[config.mk]
export PLATFORM = sky130hd
export DESIGN_NAME = multi_led_blinker_flat
export DESIGN_NICKNAME = d
export VERILOG_FILES = /design/src/rtl/multi_led_blinker_if.sv /design/src/rtl/multi_led_blinker.sv /design/src/flat_wrapper.sv
export SDC_FILE = /design/constraint.sdc
export NUM_CORES = 1
export LEC_CHECK = 0
export ABC_AREA = 0
export CAP_MARGIN = 25
export CORE_UTILIZATION = 35
export CTS_BUF_LIST = sky130_fd_sc_hd__clkbuf_4 sky130_fd_sc_hd__clkbuf_8
export CTS_CLUSTER_SIZE = 24
export DETAILED_ROUTE_END_ITERATION = 8
export DONT_BUFFER_PORTS = 1
export PLACE_DENSITY = 0.59
export RECOVER_POWER = 25
export SYNTH_ARGS = -nofsm -noshare
export SYNTH_HDL_FRONTEND = slang
export SYNTH_SLANG_ARGS = --single-unit
[constraint.sdc]
create_clock -name clk -period 7.25 [get_ports clk]
set_input_delay 0.725 -clock clk [delete_from_list [all_inputs] [get_ports clk]]
set_output_delay 0.725 -clock clk [all_outputs]
set_load 0.01 [all_outputs]
[src/rtl/multi_led_blinker_if.sv]
// Configuration write port of multi_led_blinker: a one-cycle strobe carrying
// channel index, mode, blink half-period and PWM duty.
interface multi_led_blinker_if #(
  parameter int N_LED = 4,
  parameter int CNT_W = 16,
  parameter int PWM_W = 8
);
  localparam int CH_W = (N_LED > 1) ? $clog2(N_LED) : 1;

  logic             cfg_we;
  logic [CH_W-1:0]  cfg_ch;
  logic [1:0]       cfg_mode;
  logic [CNT_W-1:0] cfg_period;
  logic [PWM_W-1:0] cfg_duty;

  modport master (output cfg_we, cfg_ch, cfg_mode, cfg_period, cfg_duty);
  modport slave  (input  cfg_we, cfg_ch, cfg_mode, cfg_period, cfg_duty);
endinterface

[src/rtl/multi_led_blinker.sv]
// N_LED independent LED channels (OFF/ON/BLINK/PWM) sharing one prescaler tick
// and one free-running PWM counter; every channel blinks at DEF_PERIOD out of reset.
module multi_led_blinker #(
  parameter int N_LED      = 4,
  parameter int PRESCALE   = 50000,
  parameter int CNT_W      = 16,
  parameter int PWM_W      = 8,
  parameter int DEF_PERIOD = 500
) (
  input  logic                clk,
  input  logic                rst,
  multi_led_blinker_if.slave  cfg,
  output logic [N_LED-1:0]    led,
  output logic                tick
);
  localparam int CH_W = (N_LED > 1) ? $clog2(N_LED) : 1;
  localparam int PS_W = $clog2(PRESCALE);

  localparam logic [PS_W-1:0]  PS_ZERO  = PS_W'(0);
  localparam logic [PS_W-1:0]  PS_ONE   = PS_W'(1);
  localparam logic [PS_W-1:0]  PS_LAST  = PS_W'(PRESCALE - 1);
  localparam logic [CNT_W-1:0] CNT_ZERO = CNT_W'(0);
  localparam logic [CNT_W-1:0] CNT_ONE  = CNT_W'(1);
  localparam logic [CNT_W-1:0] DEF_P    = CNT_W'(DEF_PERIOD);
  localparam logic [PWM_W-1:0] PWM_ZERO = PWM_W'(0);
  localparam logic [PWM_W-1:0] PWM_ONE  = PWM_W'(1);

  typedef enum logic [1:0] {
    MODE_OFF   = 2'd0,
    MODE_ON    = 2'd1,
    MODE_BLINK = 2'd2,
    MODE_PWM   = 2'd3
  } mode_e;

  logic [PS_W-1:0]  presc_q, presc_d;
  logic             tick_q, tick_d;
  logic [PWM_W-1:0] pwm_q, pwm_d;
  logic [N_LED-1:0] led_q, led_d;
  logic [N_LED-1:0] phase_q, phase_d;
  mode_e            mode_q   [N_LED];
  mode_e            mode_d   [N_LED];
  logic [CNT_W-1:0] period_q [N_LED];
  logic [CNT_W-1:0] period_d [N_LED];
  logic [CNT_W-1:0] cnt_q    [N_LED];
  logic [CNT_W-1:0] cnt_d    [N_LED];
  logic [PWM_W-1:0] duty_q   [N_LED];
  logic [PWM_W-1:0] duty_d   [N_LED];

  // Shared timebase: tick is registered so it is high exactly while presc_q == PRESCALE-1.
  always_comb begin
    presc_d = (presc_q == PS_LAST) ? PS_ZERO : presc_q + PS_ONE;
    tick_d  = (presc_d == PS_LAST);
    pwm_d   = pwm_q + PWM_ONE;
  end

  // Per-channel next state; a config write overrides any tick on the same edge.
  always_comb begin
    logic             wr_s;
    logic [CNT_W-1:0] last_s;
    logic [CNT_W-1:0] cnt_s;
    logic             ph_s;
    led_d   = {N_LED{1'b0}};
    phase_d = phase_q;
    wr_s    = 1'b0;
    last_s  = CNT_ZERO;
    cnt_s   = CNT_ZERO;
    ph_s    = 1'b0;
    for (int i = 0; i < N_LED; i++) begin
      mode_d[i]   = mode_q[i];
      period_d[i] = period_q[i];
      duty_d[i]   = duty_q[i];
      cnt_d[i]    = cnt_q[i];
      wr_s   = cfg.cfg_we && (int'(cfg.cfg_ch) < N_LED) && (cfg.cfg_ch == CH_W'(i));
      // period 0 behaves as 1, so the terminal count is 0 in both cases
      last_s = (period_q[i] == CNT_ZERO) ? CNT_ZERO : period_q[i] - CNT_ONE;
      cnt_s  = cnt_q[i];
      ph_s   = phase_q[i];

      case (mode_q[i])
        MODE_BLINK: begin
          if (tick_q) begin
            if (cnt_q[i] == last_s) begin
              cnt_s = CNT_ZERO;
              ph_s  = ~phase_q[i];
            end else begin
              cnt_s = cnt_q[i] + CNT_ONE;
            end
          end else begin
            cnt_s = cnt_q[i];
          end
        end
        default: begin
          cnt_s = CNT_ZERO;
          ph_s  = 1'b0;
        end
      endcase

      case (mode_q[i])
        MODE_OFF:   led_d[i] = 1'b0;
        MODE_ON:    led_d[i] = 1'b1;
        MODE_BLINK: led_d[i] = ph_s;
        MODE_PWM:   led_d[i] = (pwm_q < duty_q[i]);
        default:    led_d[i] = 1'b0;
      endcase

      if (wr_s) begin
        mode_d[i]   = mode_e'(cfg.cfg_mode);
        period_d[i] = cfg.cfg_period;
        duty_d[i]   = cfg.cfg_duty;
        cnt_d[i]    = CNT_ZERO;
        phase_d[i]  = 1'b0;
      end else begin
        cnt_d[i]    = cnt_s;
        phase_d[i]  = ph_s;
      end
    end
  end

  // State registers; reset brings every channel back to the default blink.
  always_ff @(posedge clk or posedge rst) begin
    if (rst) begin
      presc_q <= PS_ZERO;
      tick_q  <= 1'b0;
      pwm_q   <= PWM_ZERO;
      led_q   <= {N_LED{1'b0}};
      phase_q <= {N_LED{1'b0}};
      for (int i = 0; i < N_LED; i++) begin
        mode_q[i]   <= MODE_BLINK;
        period_q[i] <= DEF_P;
        duty_q[i]   <= PWM_ZERO;
        cnt_q[i]    <= CNT_ZERO;
      end
    end else begin
      presc_q  <= presc_d;
      tick_q   <= tick_d;
      pwm_q    <= pwm_d;
      led_q    <= led_d;
      phase_q  <= phase_d;
      mode_q   <= mode_d;
      period_q <= period_d;
      duty_q   <= duty_d;
      cnt_q    <= cnt_d;
    end
  end

  assign led  = led_q;
  assign tick = tick_q;
endmodule

[src/flat_wrapper.sv]
// flat-port wrapper written by rule: the top's interface ports become plain ports
module multi_led_blinker_flat 
#(
  parameter int N_LED      = 4,
  parameter int PRESCALE   = 50000,
  parameter int CNT_W      = 16,
  parameter int PWM_W      = 8,
  parameter int DEF_PERIOD = 500
)
  (clk, rst, led, tick, cfg_cfg_we, cfg_cfg_ch, cfg_cfg_mode, cfg_cfg_period, cfg_cfg_duty);
  multi_led_blinker_if #(.N_LED(N_LED), .CNT_W(CNT_W), .PWM_W(PWM_W)) cfg_i ();
  input  logic clk;
  input  logic rst;
  output logic [N_LED-1:0] led;
  output logic tick;
  input wire logic [$bits(cfg_i.cfg_we)-1:0] cfg_cfg_we;
  input wire logic [$bits(cfg_i.cfg_ch)-1:0] cfg_cfg_ch;
  input wire logic [$bits(cfg_i.cfg_mode)-1:0] cfg_cfg_mode;
  input wire logic [$bits(cfg_i.cfg_period)-1:0] cfg_cfg_period;
  input wire logic [$bits(cfg_i.cfg_duty)-1:0] cfg_cfg_duty;
  assign cfg_i.cfg_we = cfg_cfg_we;
  assign cfg_i.cfg_ch = cfg_cfg_ch;
  assign cfg_i.cfg_mode = cfg_cfg_mode;
  assign cfg_i.cfg_period = cfg_cfg_period;
  assign cfg_i.cfg_duty = cfg_cfg_duty;
  multi_led_blinker #(.N_LED(N_LED), .PRESCALE(PRESCALE), .CNT_W(CNT_W), .PWM_W(PWM_W), .DEF_PERIOD(DEF_PERIOD)) u_core (.clk(clk), .rst(rst), .cfg(cfg_i), .led(led), .tick(tick));
endmodule
**Word-level counts from Yosys, hierarchy flattened**

Cells that the tools add are included.

- Register bits: 201
- Latch bits: 0
- Bits in writable memories: 0
- Memory bits (read-only): 0
- Bits of input ports: 31
- Output and inout port bits: 5
- Word-level logic and storage cells: 118
- Memories: 0

- Add/sub/neg operators: 10
- Multipliers: 0
- Div/mod/pow operators: 0
- Order comparisons: 4
- Eq/ne operators: 25
- Shifts and indexed selects: 0
- Multiplexer cells: 41
- Bitwise operators: 4
- Reduce and logical (&&, ||, !) cells: 13

Operator list:

| cell | count |
|---|---|
| 16-bit 2-to-1 mux | 21 |
| 16-bit by 1-bit adder with 16-bit output, second input constant | 5 |
| 16-bit equality test | 4 |
| 16-bit logical NOT | 4 |
| 16-bit by 1-bit subtractor with 16-bit output, second input constant | 4 |
| 16-bit equality test, second input constant | 2 |
| 8-bit < comparator | 4 |
| 2-bit equality test, second input constant | 10 |
| 1-bit 2-to-1 mux | 16 |
| 1-bit case mux with 4 select lines | 4 |
| 3-bit by 1-bit != test with 1-bit output, second input constant | 4 |
| 2-bit by 1-bit equality test with 1-bit output, second input constant | 5 |
| 2-bit logical NOT | 5 |
| 8-bit by 1-bit adder with 8-bit output, second input constant | 1 |
| 1-bit logical AND | 4 |
| 1-bit NOT | 4 |

**Longest topological paths before layout**

Gate-level depths: netlist of run 1.

- Word-level depth: 7
- Gate-level depth with buffers: 15
- Gate-level depth less buffers: 11

**Worst setup path after synthesis of run 1**

No wires, ideal clock.

- Path type: register -> register
- From: register u_core.period_q[0] (netlist name)
- To: register u_core.cnt_q[5] (netlist name)
- Library setup time: 0.124 ns
- Data arrival time: 3.030 ns
- Required time: 7.126 ns
- Slack: 4.096 ns
- Stages on the path, launching flop included: 13
- Path buffers: 1
- Period minus slack after synthesis: 3.154 ns
- Cell sequence: dfrtp_1 > inv_1 > ha_1 > nor3b_1 > nand4_2 > o32a_1 > or4_4 > nor4_4 > nand4_1 > o211ai_2 > buf_6 > nor2_1 > a211o_1

- Word-level cells in the longest chain between the ends: 7
- Elaborated cells on any way between the ends: 8
- Classes of those cells: add/sub (1); eq/ne (1); mux (5); reduce/logical (1)

RTL lines:

| item | RTL line | RTL |
|---|---|---|
| start, declared | multi_led_blinker.sv:42 | `logic [CNT_W-1:0] period_q [N_LED];` |
| start signal, assigned | multi_led_blinker.sv:140 | `period_q <= period_d;` |
| 16-bit by 1-bit subtractor with 16-bit output or 16-bit logical NOT (tied branches) | multi_led_blinker.sv:75 | `last_s = (period_q[i] == CNT_ZERO) ? CNT_ZERO : period_q[i] - CNT_ONE;` |
| 16-bit 2-to-1 mux * | multi_led_blinker.sv:75 |  |
| 16-bit equality test * | multi_led_blinker.sv:82 | `if (cnt_q[i] == last_s) begin` |
| 16-bit 2-to-1 mux * | multi_led_blinker.sv:82 |  |
| 16-bit 2-to-1 mux * | multi_led_blinker.sv:81 | `if (tick_q) begin` |
| 16-bit 2-to-1 mux * | multi_led_blinker.sv:79 | `case (mode_q[i])` |
| 16-bit 2-to-1 mux * | multi_led_blinker.sv:106 | `if (wr_s) begin` |
| end signal, assigned | multi_led_blinker.sv:142 | `cnt_q <= cnt_d;` |
| end, declared | multi_led_blinker.sv:44 | `logic [CNT_W-1:0] cnt_q [N_LED];` |

Every way passes the cells marked *; elsewhere a longest branch is shown, timed or not. The select of a mux whose other input is x is not followed.
A chain may end at the register's enable or synchronous reset.

==> summary.txt, run 1 <==
Logic synthesis
  • Adder-cell share of the synthesized area: about 3.8%
  • Cells after Synth: around 1300
  • Synth Area in Simple Gates: 22.1%
  • Count of cell types in the netlist: 88
  • EDFF count, synth: 0
  • Synth Area in Compound Gates: 13.0%
  • Mapped Avg Cell Area: approximately 9.9 um2
  • Seq/Total Area, Yosys: between 30% and 40%
  • Main combinational cell family by area after synthesis: simple AND/OR/NAND/NOR gates
  • Mapped Area: 12700 um2
  • Syn Nets: about 1400
  • FF+latch count, synth: ~200
  • Main synth FF type: dfrtp_1
  • Asr flop ratio synth: between 90% and 100%
  • XOR/XNOR Fraction of Synth Area: 7.39%
  • Ys Warns: 0
  • Multiplexer area fraction after synthesis: ~10%

Outcome
  • Status: complete, but fails checks
  • Violated checks: design-rule violations, max-capacitance violations, max-slew violations

Min path
  • Hold WC Path Type: input pin to register

CTS
  • Post-cts resize count: 0
  • Clk buf depth: 3
  • Post-CTS Hold Fix Bufs: 0
  • Cts bufs inserted: 37
  • Clock latency on the worst-skew pair: roughly 560 ps
  • CTS tree: built
  • Post-CTS setup buffer count: 0
  • Htree depth: 2
  • Clock sinks: 201
  • Reg clk slew, reported paths: 60 ps
  • CTS root buf: clkbuf_8

Floorplanning
  • Placement row count: roughly 70
  • I/O pins: 36
  • Die span in x: roughly 190 um
  • DIE HEIGHT: 193 um
  • Core Box Area: 35700 um2
  • Initial core utilization: a little over a third
  • Die area: about 37000 um2

Timing
  • Final hold viol count: 0
  • Headroom to the max-slew limit: -199%
  • Clock period minus final worst setup slack: 4190 ps
  • Max Fclk: between 200 and 250 MHz
  • RSZ-0062 raised after global routing: false
  • Tightest Pin Transition: between 4000 and 5000 ps
  • Slew Viols, Final: 98
  • Tcrit/Tclk final: roughly 58%
  • Setup Viol. Count Final: 0
  • TNS Setup: 0 ps
  • Skew final: 24.0 ps

Placed design
  • DP Wirelength: 20800 um
  • Cells after DPL: approximately 1700
  • Routability Congestion: 0.857
  • Port bufs: 0

GRT
  • Overall routing resource usage: between 15 and 20%
  • Grt ovf: 0
  • First-pass GRT wire length: 48800 um
  • Initial antenna violation count: 0
  • Vias in the first global route: around 9600
  • Largest net degree at the start of global routing: 98

Worst setup path
  • Worst path slowest cell: clkinvlp_2
  • CP endpoint kind: async pin
  • Max FO, Critical Path: 97
  • CP arrival: about 4800 ps
  • CP Data Required Time: 7890 ps
  • Crit-path cells: clkinvlp_2 -> buf_4 -> buf_4
  • CP Class: input pin to async pin
  • Worst stage delay on the critical path: around 2500 ps
  • Worst setup SP type: input pin
  • Most Frequent Cell on Critical Path: buf_4

Cells and area
  • # fillers: 3552
  • Area Overhead vs Synth: 9.40%
  • Antenna diode count: 0
  • Nets: between 1000 and 1500
  • Layout cell share with drive strength beyond 1: between 10% and 20%
  • Final Core Density: 39.1%
  • Fin cells: 1768

Detailed routing
  • ANT nets after route: 0
  • DRT Wirelength: approximately 30000 um
  • Initial DRT Pass Iterations: 7
  • Routed vias/inst: between 5 and 6
  • Routed len/inst: approximately 17 um
  • DR vias: roughly 9700
  • DRT iter0 DRCs: 537
  • Post-route DRC violation count: 6

Flow run
  • Max-Cap Viols: 1

Power and ir drop
  • Pleak: 6.06 nW
  • Max IR drop VDD: ~0.00013 V
  • Power per standard cell area: roughly 230 nW/um2
[cells in the mapped netlist, types with 11 or more instances]
cell type  count  share of area (%)
clkbuf_1      31               0.91
nor3_1        40                1.6
mux2i_1       16                1.3
dfstp_2       28                5.8
nor4_1        14               0.69
ha_1          39                3.8
a221o_1       13                1.0
nand2b_1      14               0.69
and3_1        38                1.9
nand3_1       44                1.7
a21oi_1       26                1.0
xor2_1        48                3.3
nor2b_1       11               0.54
or3_1         24                1.2
inv_1         59                1.7
or2_2         13               0.64
or4_1         12               0.71
nor3b_1       26                1.5
dfrtp_1      173                 34
a21o_1        31                1.8
xnor2_1       49                3.4
buf_2         11               0.43
nor2_1        79                2.3
nand2_1       81                2.4
mux2_2       100                8.8
nand4_1       18               0.88
o21ai_0       53                2.1
[report_power, final]
part / total (mW) / internal, mW / switching (mW)
Clock: 1.15 / 0.654 / 0.497
Combinational: 0.605 / 0.292 / 0.313
Sequential: 1.42 / 1.26 / 0.163
[final cells by class]
type / count / area (um2) / share of cell area, %
timing repair buffer: 11 / 90.1 / 0.647
inverter: 59 / 223 / 1.60
sequential: 201 / 5060 / 36.4
multi-input combinational: 969 / 7190 / 51.6
tap: 461 / 577 / 4.14
clock inverter: 5 / 27.5 / 0.198
clock buffer: 62 / 753 / 5.41
[final timing paths]
path / start / endpoint / slack, ps / depth (start not counted)
max in group clk: u_core.period_q[0]$_DFFE_PP0P_ / u_core.cnt_q[5]$_DFFE_PP0P_ / 3330 / 11
hold reg to reg: u_core.duty_q[16]$_DFFE_PP0P_ / u_core.duty_q[16]$_DFFE_PP0P_ / 500 / 1
hold / removal: cfg_cfg_period[0] / u_core.period_q[48]$_DFFE_PP0P_ / 290 / 2
setup reg to reg: u_core.period_q[0]$_DFFE_PP0P_ / u_core.cnt_q[5]$_DFFE_PP0P_ / 3330 / 11
min in group asynchronous: rst / u_core.presc_q[0]$_DFF_PP0_ / 1420 / 1
setup / recovery: rst / u_core.cnt_q[25]$_DFFE_PP0P_ / 3060 / 3
[layout by cell type (no fill, tap or decap), types with 31 or more instances in the layout]
cell      synthesis  layout
o21ai_0          53      53
clkbuf_8          0      46
nand3_1          44      44
ha_1             39      39
nor2_1           79      79
inv_1            59      58
nor3_1           40      40
and3_1           38      38
a21o_1           31      31
xnor2_1          49      49
mux2_2          100     100
xor2_1           48      48
nand2_1          81      81
dfrtp_1         173     173
[metal layers]
metal	track usage (%)	wire, um	up-vias
met2	25.4	12900	187
met3	4.07	1630	61
met4	5.97	769	0
met5	0	0	-
li1	-	-	4698
met1	22.1	14300	4752
[critical path, delay by kind of cell]
kind | cells | cell delay (ps)
buf+inv | 3 | 4030
[cells by family (layout without fill, tap and decap cells)]
family	Yosys count	count (layout)
adder cells (fa/ha/maj)	39	39
flip-flops	201	201
buffers and inverters	113	137
AND/OR/NAND/NOR	479	479
XOR/XNOR	101	101
AO/OA/AOI/OAI	234	234
multiplexers	116	116
[flip-flops by register name, indices dropped and copies added (netlist names)]
name / flops
u_core.cnt_q: 64
u_core.period_q: 64
u_core.duty_q: 32
u_core.presc_q: 16
u_core.mode_q: 8
u_core.pwm_q: 8
u_core.led: 4
u_core.phase_q: 4
u_core.tick: 1
[per-stage QoR]
| step | total power, mW | hold slack (ps) | setup slack (ps) | cell area (um2) |
|---|---|---|---|---|
| 2_1_floorplan | 1.90 | 458 | 1090 | 12700 |
| 3_3_place_gp | 2.02 | 487 | 3430 | 13100 |
| 3_5_place_dp | 2.04 | 490 | 3390 | 13100 |
| 4_1_cts | 3.22 | 149 | 3340 | 13900 |
| 5_1_grt | 3.37 | 262 | 2190 | 13900 |
| 6_report | 3.18 | 293 | 3060 | 13900 |
No activity file was read; power rests on OpenSTA's default activity.
==> inputs of run 2 (changes only) <==
==> constraint.sdc (replaced) <==
create_clock -name clk -period 4.29 [get_ports clk]
set_input_delay 0.429 -clock clk [delete_from_list [all_inputs] [get_ports clk]]
set_output_delay 0.429 -clock clk [all_outputs]
set_load 0.01 [all_outputs]
==> run 2 against run 1 <==
Effect of this change: the run still ends with design-rule violations, max-capacitance violations, max-slew violations left; flip-flop and latch count unchanged; non-clock buffer count is 38 higher; first-iteration DRC count rose by 16%; via count rose by 2.4%; die area did not move; utilization is 1.1 points higher; combinational power is 79% higher; hold slack got worse by 260 ps; cell count grew 2.4%; count of clock-buffer cells in the layout fell by 1; design area increased by 2.9%; largest power group unchanged.
==> summary.txt, run 2 (synthesis results as in run 1) <==
Outcome
  • Status: complete, but fails checks
  • Violated checks: design-rule violations, max-capacitance violations, max-slew violations

Cells and area
  • Layout cell share with drive strength beyond 1: 18.8% (-0.44 points)
  • Commonest non-fill, non-tap cell in the layout: dfrtp_1
  • Final instance area: 14300 um2 (+2.9%)
  • Nets: 1388 (+2.9%)
  • Fin cells: 1811 (+2.4%)
  • Top flop regs: u_core.cnt_q x64, u_core.period_q x64, u_core.duty_q x32
  • Area Overhead vs Synth: 12.6%
  • Most frequent cells in the layout: dfrtp_1, mux2_2, nand2_1, nor2_1, inv_1

CTS
  • CTS root buf: clkbuf_8
  • Clock sinks: 201 (unchanged)
  • Htree depth: 2 (unchanged)
  • Cts bufs inserted: 38 (+2.7%)
  • CTS tree: built
  • Clock latency on the worst-skew pair: 550 ps (about the same)
  • Clk buf depth: 3 (unchanged)
  • Post-cts resize count: 0 (unchanged)
  • Reg clk slew, reported paths: 60 ps (about the same)

Detailed routing
  • Routed len/inst: 17.0 um (+1.6%)
  • Routed vias/inst: 5.48 (about the same)
  • ANT nets after route: 0 (unchanged)
  • Post-route DRC violation count: 12 (+6)
  • DRT iter0 DRCs: 625 (+16%)
  • DRT Wirelength: 30800 um (+4.1%)
  • Initial DRT Pass Iterations: 7 (unchanged)
  • DR vias: 9932 (+2.4%)

Floorplanning
  • Initial core utilization: 35.7% (unchanged)
  • Die span in x: 193 um (unchanged)
  • Die area: 37100 um2 (unchanged)
  • Placement row count: 69 (unchanged)
  • I/O pins: 36 (unchanged)
  • Core Box Area: 35700 um2 (unchanged)
  • DIE HEIGHT: 193 um (unchanged)

Min path
  • Hold worst-path end: u_core.period_q[18]$_DFFE_PP1P_
  • Worst hold path cell count: 1 (-1)
  • Critical hold path startpoint: cfg_cfg_period[2]
  • Hold WC Path Type: input pin to register

GRT
  • First-pass GRT wire length: 50700 um (+3.8%)
  • Grt ovf: 0 (unchanged)
  • Initial antenna violation count: 0 (unchanged)
  • Overall routing resource usage: 17.1% (+0.66 points)
  • Largest net degree at the start of global routing: 125 (+28%)
  • Vias in the first global route: 9482 (-0.74%)

Timing
  • Slew Viols, Final: 64 (-35%)
  • Tcrit/Tclk final: between 80% and 90%
  • Setup Viol. Count Final: 0 (unchanged)
  • Skew final: 23.5 ps (-0.432 ps)
  • RSZ-0062 raised after global routing: false
  • Tightest Pin Transition: 1720 ps (-2750 ps)
  • Final hold viol count: 0 (unchanged)
  • Clock period minus final worst setup slack: approximately 3500 ps
  • Max Fclk: between 200 and 300 MHz
  • TNS Setup: 0 ps (unchanged)
  • Headroom to the max-slew limit: -14.6% (+180 points)

Placed design
  • Cells after DPL: 1704 (+0.29%)
  • DP Wirelength: 21000 um (+1.3%)
  • Routability Congestion: 0.888 (+3.6%)
  • Area after DPL: 13200 um2 (+0.32%)
  • Port bufs: 0 (unchanged)

Power and ir drop
  • Pleak: 6.23 nW (+2.9%)
  • Max IR drop VDD: 0.000252 V (+100%)
  • Power per standard cell area: 385 nW/um2 (+69%)

Worst setup path
  • CP endpoint kind: register
  • CP Class: register to register
  • Reg2Reg Capture Point: u_core.cnt_q[40]$_DFFE_PP0P_
  • Worst setup SP type: register
  • R2R Setup Slk: 760 ps (-2570 ps)
  • Worst path slowest cell: or3b_1
  • R2R depth: 11 (unchanged)
  • CP arrival: 3970 ps (-860 ps)
  • FF-to-FF Start: u_core.period_q[32]$_DFFE_PP0P_
  • CP Data Required Time: 4730 ps (-3160 ps)
  • Crit-path cells: inv_1 -> ha_1 -> nor3b_1 -> and4_1 -> mux2_2 -> a221oi_1 -> nand3_1 -> nor4_1 -> or3b_1 -> o21ai_0 -> a21o_1
  • Max FO, Critical Path: 27 (-72%)
  • Worst stage delay on the critical path: 670 ps (-1800 ps)

Flow run
  • Max-Cap Viols: 2 (+1)
## run 2: worst max-delay path by stage
stage / startpoint / endpoint / cells past startpoint
after global routing: u_core.period_q[32]$_DFFE_PP0P_ / u_core.cnt_q[39]$_DFFE_PP0P_ / 11
after global placement: u_core.period_q[44]$_DFFE_PP0P_ / u_core.cnt_q[44]$_DFFE_PP0P_ / 9
after floorplan: u_core.period_q[0]$_DFFE_PP0P_ / u_core.cnt_q[5]$_DFFE_PP0P_ / 12
after CTS: u_core.period_q[0]$_DFFE_PP0P_ / u_core.cnt_q[5]$_DFFE_PP0P_ / 12
after detailed placement: u_core.period_q[0]$_DFFE_PP0P_ / u_core.cnt_q[5]$_DFFE_PP0P_ / 12
final: u_core.period_q[32]$_DFFE_PP0P_ / u_core.cnt_q[40]$_DFFE_PP0P_ / 11
## run 2: repair_timing
item                      in CTS  in global routing
hold endpoints to repair      92                  4
setup buffers                  0                  0
hold buffers                  30                  3
## run 2: area by class of cell
class                      count  area (um2)
fill                        3492       21300
antenna                        2        5.00
timing repair buffer          49         452
multi-input combinational    969        7190
clock inverter                 9        70.1
sequential                   201        5060
tap                          461         577
clock buffer                  61         752
inverter                      59         223
## run 2: worst max-delay path: cells and delay by family (launching register included)
family	cells	cell delay, ps
compound gates	3	730
simple gates	5	1460
buf+inv	1	90
fa+ha+maj	1	320
mux	1	360
flops	1	470
## run 2: stage by stage
stage | setup slack (ps) | hold slack [ps] | power [mW] | util [%]
final | 763 | 37.2 | 5.52 | 40.2
after global routing | 353 | 0.0538 | 5.84 | 40.2
after CTS | 776 | 0.150 | 5.57 | 40.1
after detailed placement | 794 | 262 | 3.46 | 37.0
after global placement | 835 | 261 | 3.43 | 36.9
after floorplan | 1140 | 458 | 3.21 | -
## run 2: metal layers
layer	wire length (um)	track usage [%]
met1	15100	23.9
met2	13400	26.2
met3	1720	3.93
met4	574	4.60
met5	0	0
## run 2: where the power goes
part | total (mW) | internal, mW | switching [mW]
combinational | 1.08 | 0.518 | 0.560
sequential | 2.41 | 2.13 | 0.276
clock | 2.03 | 1.17 | 0.858
total | 5.52 | 3.82 | 1.69
